==> config.mk <==
export PLATFORM = sky130hd
export DESIGN_NAME = universal_shift_reg
export DESIGN_NICKNAME = d
export VERILOG_FILES = /design/src/rtl/universal_shift_reg.sv
export SDC_FILE = /design/constraint.sdc
export NUM_CORES = 1
export LEC_CHECK = 0
export CAP_MARGIN = 20
export CORE_AREA = 2 2 39 41
export CTS_CLUSTER_SIZE = 25
export DETAILED_ROUTE_END_ITERATION = 10
export DIE_AREA = 0 0 41 43
export GPL_TIMING_DRIVEN = 0
export PLACE_DENSITY = 0.38
export SETUP_SLACK_MARGIN = 0.4
export SYNTH_ARGS = -nofsm -noshare
export SYNTH_HDL_FRONTEND = slang
export SYNTH_SLANG_ARGS = --single-unit
==> constraint.sdc <==
create_clock -name clk -period 2.2 [get_ports clk]
set_input_delay 0.22 -clock clk [delete_from_list [all_inputs] [get_ports clk]]
set_output_delay 0.22 -clock clk [all_outputs]
set_load 0.02 [all_outputs]
==> src/rtl/universal_shift_reg.sv <==
// WIDTH-bit universal shift register: hold, shift right, shift left, parallel load.
// Serial-in bits come from the parallel data input (MSB for right, LSB for left).
module universal_shift_reg #(
  parameter int unsigned WIDTH = 4
) (
  input  logic             clk,
  input  logic             rst,
  input  logic [1:0]       ctrl,
  input  logic [WIDTH-1:0] data,
  output logic [WIDTH-1:0] dout
);

  typedef enum logic [1:0] {
    MODE_HOLD  = 2'd0,
    MODE_SHR   = 2'd1,
    MODE_SHL   = 2'd2,
    MODE_LOAD  = 2'd3
  } mode_e;

  logic [WIDTH-1:0] dout_q;
  logic [WIDTH-1:0] dout_d;

  // An unknown ctrl value matches no item and falls through to hold.
  always_comb begin
    dout_d = dout_q;
    case (ctrl)
      MODE_HOLD: dout_d = dout_q;
      MODE_SHR:  dout_d = {data[WIDTH-1], dout_q[WIDTH-1:1]};
      MODE_SHL:  dout_d = {dout_q[WIDTH-2:0], data[0]};
      MODE_LOAD: dout_d = data;
      default:   dout_d = dout_q;
    endcase
  end

  always_ff @(posedge clk or posedge rst) begin
    if (rst) begin
      dout_q <= '0;
    end else begin
      dout_q <= dout_d;
    end
  end

  assign dout = dout_q;

endmodule

==> impl_metrics.ini, run 1 <==
[critical_path]
start_kind = flip-flop
regToRegSetupSlack_ps = 1160
worstPathCellList = clkdlybuf4s50_1
crit_family = buffers and inverters
cp_slowest_cell = clkdlybuf4s50_1
reg2reg_to = dout[2]
crit_fanout = 4
crit_path_end_kind = output pin
cp.arrival_ps = 1250
reg2reg_from = dout[1]
worst-setup-path-type = reg2out
cp_num_buf_inv = 1
slowest_delay_ps = 620
r2r_cells = 1
worstPathRequired_ps = 1980

[sta]
slew_headroom_pct = 85.6
rsz0062_at_grt = no
finalMaxSlewViolations = 0
max_freq_mhz = 682
setup-tns-final_ps = 0
clock_skew_ps = 2.56
post-route-period-util_pct = 66.6
period_minus_slack_ps = 1470
setup-violations-final = 0
hold_violations = 0
worst_pin_slew_ps = 215

[floorplanning]
initial_core_util_pct = 14.0
core_um2 = 1380
die_x_um = 41
die_area_um2 = 1760
io_pins = 12
die_h_um = 43
num_rows = 14

[pwr]
power_leakage_nw = 0.150
irDropWorstVdd_mv = 0.195
p_total_w = 0.000262
powerDensity_nw_per_um2 = 755

[clock_tree]
cts_setup_buffers = 0
path_clk_slew_ps = 40
cts_max_level = 1
cts_made_buffers = 3
clk_latency_ps = 240
cts_buffer_depth = 2
cts_tree = built
cts_sinks = 4
cts_root_buf = clkbuf_4
cts-resized-gates = 0
postCtsHoldBufs = 0

[route]
wire_per_inst_um = 11.5
avgViaCountPerCell = 4.02
drt_iter0_markers = 4
ant_nets = 0
drt_wl_total_um = 496
vias = 173
drt-pass1-iter-count = 4
drc = 0

[yosys]
ys_seq_elements = 4
synth.top_cells.by_area = dfrtp_1 (52%), mux4_1 (27%), mux2i_1 (10%), o21ai_0 (5.2%), nand2_1 (3.9%)
yosysWarningCount = 0
postSynthAreaPerCell_um2 = 14.9
synth_nets = 21
synth_top_area_cell = dfrtp_1
yosysSeqAreaShare_pct = 51.6
yosys.cell_types.count = 6
syn-cell-area_um2 = 194
synthCells = 13
synth_top_area_share_pct = 51.6

[global_routing]
antenna_found_initial = 0
first_global_vias = 163
grt_pass1_wl_um = 745
grt_overflow = 0
grt_max_degree = 6
track_usage_pct = 7.68

[layout]
final_cells = 43
syn_to_final_growth_pct = 78.7
layout.cells.most_common = clkdlybuf4s50_1
nets = 37
fin_util_pct = 25.0
antennaDiodeCount = 0
final_cell_mix = clkdlybuf4s50_1 (11), dfrtp_1 (4), clkbuf_4 (3)
largest_reg_flops = 4
layout-drive-gt1-share_pct = 11.1

[placed_design]
io_buffer_count = 11
place_inst = 40
dpl.hpwl_um = 348
gp_congestion = 0.655

[worst_hold_path]
hp-class = in2async

[run_status]
status = finished, final reports clean

[flow_run]
max-cap-violations = 0
## where the power goes
| part | internal (W) | switching (W) |
|---|---|---|
| sequential | 0.0000854 | 0.0000109 |
| clock | 0.0000612 | 0.0000324 |
| combinational | 0.0000436 | 0.0000282 |
## cells in the mapped netlist, drive strengths merged
library cell	count
nand2	2
inv	1
mux4	2
o21ai	2
dfrtp	4
mux2i	2
## per-layer routing
metal  part of all wire [%]  track usage, %  vias up
li1                       -               -       78
met1                     50            10.2       79
met2                     30            5.94       14
met3                     17            4.19        2
met4                    2.0            12.0        0
met5                      0               0        -
## metrics by stage
stage          setup WS [ps]  hold slack [ps]  area (um2)
2_1_floorplan           1110            -13.9         194
3_3_place_gp             693              425         324
3_5_place_dp             690              431         324
4_1_cts                  723              185         347
5_1_grt                  684              201         347
6_report                 734              182         347
## cells by family (layout without fill, tap and decap cells)
family	count (synthesis)	after routing	share of synthesized area, %
multiplexers	4	4	37.4
AO/OA/AOI/OAI	2	2	5.16
buffers and inverters	1	15	1.93
flip-flops	4	4	51.6
AND/OR/NAND/NOR	2	2	3.87
## layout make-up
| cell class | instances | area [um2] |
|---|---|---|
| Sequential cell | 4 | 100 |
| Inverter | 1 | 3.75 |
| Multi-Input combinational cell | 8 | 90.1 |
| Tap cell | 16 | 20.0 |
| Timing Repair Buffer | 11 | 110 |
| Fill cell | 142 | 1040 |
| Clock buffer | 3 | 22.5 |
## worst max-delay path by stage
stage	from	to	slack, ps	cells after the start
5_1_grt	dout[1]	dout[1]	680	1
3_3_place_gp	ctrl[0]	dout[1]	690	2
6_report	dout[1]	dout[1]	730	1
2_1_floorplan	dout[2]	dout[1]	1110	1
4_1_cts	dout[1]	dout[1]	720	1
3_5_place_dp	ctrl[1]	dout[2]	690	2
(Power assumes the default switching activity.)
==> run 2, diff against run 1 <==
==> constraint.sdc (replaced) <==
create_clock -name clk -period 1.4 [get_ports clk]
set_input_delay 0.14 -clock clk [delete_from_list [all_inputs] [get_ports clk]]
set_output_delay 0.14 -clock clk [all_outputs]
set_load 0.02 [all_outputs]
==> run 2 against run 1 <==
  * Clock power grew 56%
  * Cell area shrank 7.2%
  * Critical path depth is the same
  * Via count shrank 5.8%
  * Total power grew 51%
  * Register-to-register slack lost 750 ps
  * Worst hold slack lost 71 ps
  * Sequential cell count is the same
  * Combinational power grew 34%
  * Count of clock-buffer cells in the layout is the same
  * Sequential power grew 59%
  * Largest power group unchanged
==> impl_metrics.ini, run 2 (synthesis gave the netlist of run 1 again) <==
[run_status]
status = finished, final reports clean

[critical_path]
cp-startpoint = dout[1]
reg2reg_to = dout[1]
regToRegSetupSlack_ps = 410
cp.arrival_ps = 1100
critical_path_depth = 1
reg2reg_from = dout[1]
worst-setup-path-type = reg2reg
cp-endpoint = dout[1]
cp_num_buf_inv = 0
crit_path_end_kind = flip-flop
worstPathRequired_ps = 1510
r2r_cells = 1
start_kind = flip-flop
cp_slowest_cell = mux4_2
slowest_delay_ps = 440
crit_family = multiplexers
worstPathCellList = mux4_2
crit_fanout = 4

[global_routing]
track_usage_pct = 7.17
grt_max_degree = 6
grt_pass1_wl_um = 731
grt_overflow = 0
first_global_vias = 156
antenna_found_initial = 0

[route]
drt_iter0_markers = 2
drt-pass1-iter-count = 2
vias = 163
ant_nets = 0
drc = 0
wire_per_inst_um = 10.8
avgViaCountPerCell = 3.79
drt_wl_total_um = 466

[pwr]
power_leakage_nw = 0.141
p_total_w = 0.000395
powerDensity_nw_per_um2 = 1230
irDropWorstVdd_mv = 0.471

[placed_design]
placed_area_um2 = 322
place_inst = 40
io_buffer_count = 11
gp_congestion = 0.662

[layout]
multi_input_area_um2 = 82.6
layout.cells.most_common = clkdlybuf4s50_1
final_cell_area_um2 = 322
fin_util_pct = 23.2
nets = 37
layout-drive-gt1-share_pct = 48.1
seqCellArea_um2 = 105
antennaDiodeCount = 0
final_cells = 43
syn_to_final_growth_pct = 65.8
final_cell_mix = clkdlybuf4s50_1 (5), dfrtp_2 (4), clkbuf_4 (3), buf_2 (3)
largest_reg_flops = 4
nFillCells = 144

[clock_tree]
cts_max_level = 1
cts_sinks = 4
cts_buffer_depth = 2
cts_made_buffers = 3
path_clk_slew_ps = 40
cts_tree = built
cts_root_buf = clkbuf_4
clk_latency_ps = 240
postCtsHoldBufs = 0

[sta]
rsz0062_at_grt = yes
hold_violations = 0
clock_skew_ps = 0.699
setup-tns-final_ps = 0
post-route-period-util_pct = 70.9
setup-violations-final = 0
period_minus_slack_ps = 992
finalMaxSlewViolations = 0
slew_headroom_pct = 85.5
max_freq_mhz = 1010
worst_pin_slew_ps = 218

[worst_hold_path]
hp-class = in2async

[floorplanning]
die_x_um = 41
core_um2 = 1380
initial_core_util_pct = 14.0
io_pins = 12
die_h_um = 43
num_rows = 14
die_area_um2 = 1760

[flow_run]
max-cap-violations = 0
-- run 2: worst min-delay path by stage --
stage               start       to  depth (start not counted)
floorplan             rst  dout[0]                          1
finish                rst  dout[0]                          2
CTS                   rst  dout[3]                          2
detailed placement    rst  dout[2]                          2
global route          rst  dout[1]                          2
global placement      rst  dout[2]                          2
-- run 2: report_power, final --
group,switching (W),internal (W),leakage [nW]
clock,0.0000499,0.0000961,0.0138
combinational,0.0000460,0.0000498,0.0838
sequential,0.0000156,0.000138,0.0437
total,0.000112,0.000283,0.141
-- run 2: layout make-up --
| type | instances | share of cell area, % |
|---|---|---|
| Sequential cell | 4 | 32.7 |
| Multi-Input combinational cell | 8 | 25.7 |
| Clock buffer | 3 | 7.00 |
| Tap cell | 16 | 6.23 |
| Inverter | 1 | 1.17 |
| Timing Repair Buffer | 11 | 27.2 |
-- run 2: repair_timing --
item,in CTS,in global routing
buffers inserted,0,0
hold endpoints to repair,0,0
setup endpoints to repair,6,3
gates resized for setup,15,2
-- run 2: layer usage --
layer	GRT usage, %	vias to the layer above	share of wire (%)
met1	9.18	72	45
met3	7.33	0	20
li1	-	77	-
met2	6.25	14	35
met5	0	-	0
met4	6.00	0	0
-- run 2: through the flow --
step,hold slack (ps),setup WS (ps)
6_report,111,408
5_1_grt,118,388
4_1_cts,115,276
3_5_place_dp,363,7.34
3_3_place_gp,348,8.58
2_1_floorplan,-93.9,375
==> run 3, diff against run 2 <==
--- a/config.mk
+++ b/config.mk
@@ -11,7 +11,7 @@
 export DETAILED_ROUTE_END_ITERATION = 10
 export DIE_AREA = 0 0 41 43
 export GPL_TIMING_DRIVEN = 0
-export PLACE_DENSITY = 0.38
+export PLACE_DENSITY = 0.39
 export SETUP_SLACK_MARGIN = 0.4
 export SYNTH_ARGS = -nofsm -noshare
 export SYNTH_HDL_FRONTEND = slang
==> constraint.sdc (replaced) <==
create_clock -name clk -period 0.9 [get_ports clk]
set_input_delay 0.09 -clock clk [delete_from_list [all_inputs] [get_ports clk]]
set_output_delay 0.09 -clock clk [all_outputs]
set_load 0.02 [all_outputs]
==> run 3 against run 2 <==
  * The run now ends with setup timing left
  * Sequential cell count unchanged
  * Via count fell by 1.8%
  * Critical endpoint is now dout[2]
  * Total power increased by 63%
  * Largest power group unchanged
==> impl_metrics.ini, run 3 (synthesis gave the netlist of run 1 again) <==
[global_routing]
grt_overflow = 0
track_usage_pct = 7.39
first_global_vias = 154
grt_pass1_wl_um = 724
grt_max_degree = 6
antenna_found_initial = 0

[sta]
worst_pin_slew_ps = 227
post-route-period-util_pct = 111
max_freq_mhz = 999
period_minus_slack_ps = 1000
hold_violations = 0
clock_skew_ps = 1.28
finalMaxSlewViolations = 0
setup-violations-final = 4
slew_headroom_pct = 84.9
rsz0062_at_grt = yes
setup_ws_ps = -101

[route]
wire_per_inst_um = 10.6
drt_wl_total_um = 456
drt-pass1-iter-count = 2
ant_nets = 0
drc = 0
avgViaCountPerCell = 3.72
drt_iter0_markers = 6
vias = 160

[worst_hold_path]
hp-class = in2async

[critical_path]
crit_fanout = 4
cp.arrival_ps = 1100
cp_slowest_cell = mux4_2
worstPathCellList = mux4_2
worst-setup-path-type = reg2reg
start_kind = flip-flop
crit_family = multiplexers
worstPathRequired_ps = 1000
cp_num_buf_inv = 0
slowest_delay_ps = 450
r2r_cells = 1
crit_path_end_kind = flip-flop
critical_path_depth = 1

[clock_tree]
cts_sinks = 4
clk_latency_ps = 240
cts_root_buf = clkbuf_4
postCtsHoldBufs = 0
cts_max_level = 1
cts_made_buffers = 3
cts_buffer_depth = 2
cts_tree = built
path_clk_slew_ps = 40

[layout]
final_cell_mix = clkdlybuf4s50_1 (5), dfrtp_2 (4), clkbuf_4 (3)
antennaDiodeCount = 0
layout.cells.most_common = clkdlybuf4s50_1
syn_to_final_growth_pct = 74.8
layout-drive-gt1-share_pct = 48.1
fin_util_pct = 24.5
nets = 37
largest_reg_flops = 4

[floorplanning]
io_pins = 12
num_rows = 14
initial_core_util_pct = 14.0
die_area_um2 = 1760
die_x_um = 41
die_h_um = 43
core_um2 = 1380

[pwr]
p_sw_w = 0.000178
power_leakage_nw = 0.146
switching_share_pct = 27.7
clockPowerShare_pct = 35.5
irDropWorstVdd_mv = 0.440
powerDensity_nw_per_um2 = 1890
internal-power_w = 0.000464
p_comb_share_pct = 26.7
power_frac_seq_pct = 37.8

[placed_design]
io_buffer_count = 11
post-place-ws_ps = -455
gp_congestion = 0.655

[run_status]
violations = setup timing
status = finished with violations

[flow_run]
max-cap-violations = 0
## run 3: changes by cell type in the layout (fill, tap and decap cells not counted), sizes merged
cell	delta
buf	+1
clkbuf	-1
## run 3: area by class of cell
type,count,area [um2]
inverters,1,3.75
well taps,16,20.0
multi-input cells,8,82.6
fillers,153,1040
repair buffers,11,105
flip-flops and latches,4,105
clock buffers,3,22.5
## run 3: final timing paths
path	from	to	slack [ps]
min in group clk	ctrl[0]	dout[3]	310
max in group asynchronous	rst	dout[0]	680
hold / removal	rst	dout[2]	50
hold reg to reg	dout[0]	dout[0]	590
setup reg to reg	dout[2]	dout[2]	-100
setup / recovery	dout[2]	dout[2]	-100
## run 3: what timing repair did
item	CTS	global route
buffers inserted	0	0
endpoints found under the setup margin	8	8
hold endpoints to repair	0	0
gates resized for setup	22	2
## run 3: per-layer routing
metal | vias up | track usage (%) | wire length, um
met4 | 0 | 10.0 | 5
li1 | 77 | - | -
met5 | - | 0 | 0
met2 | 12 | 5.63 | 145
met3 | 2 | 5.24 | 78
met1 | 69 | 9.90 | 226
## run 3: power groups by stage
stage | sequential (W) | clock [W] | combinational [W]
detailed placement | 0.000242 | 0 | 0.000181
global placement | 0.000243 | 0 | 0.000182
CTS | 0.000241 | 0.000239 | 0.000165
finish | 0.000243 | 0.000228 | 0.000172
global route | 0.000247 | 0.000272 | 0.000182
floorplan | 0.000272 | 0 | 0.0000485
## run 3: through the flow
step	hold WS (ps)	total power, W	cell area, um2	instances	TNS, ps
finish	47.2	0.000642	339	43	-202
global route	54.8	0.000701	339	43	-322
CTS	46.6	0.000646	334	43	-215
detailed placement	294	0.000423	322	40	-1880
global placement	298	0.000425	322	40	-1890
floorplan	-144	0.000320	191	13	-250
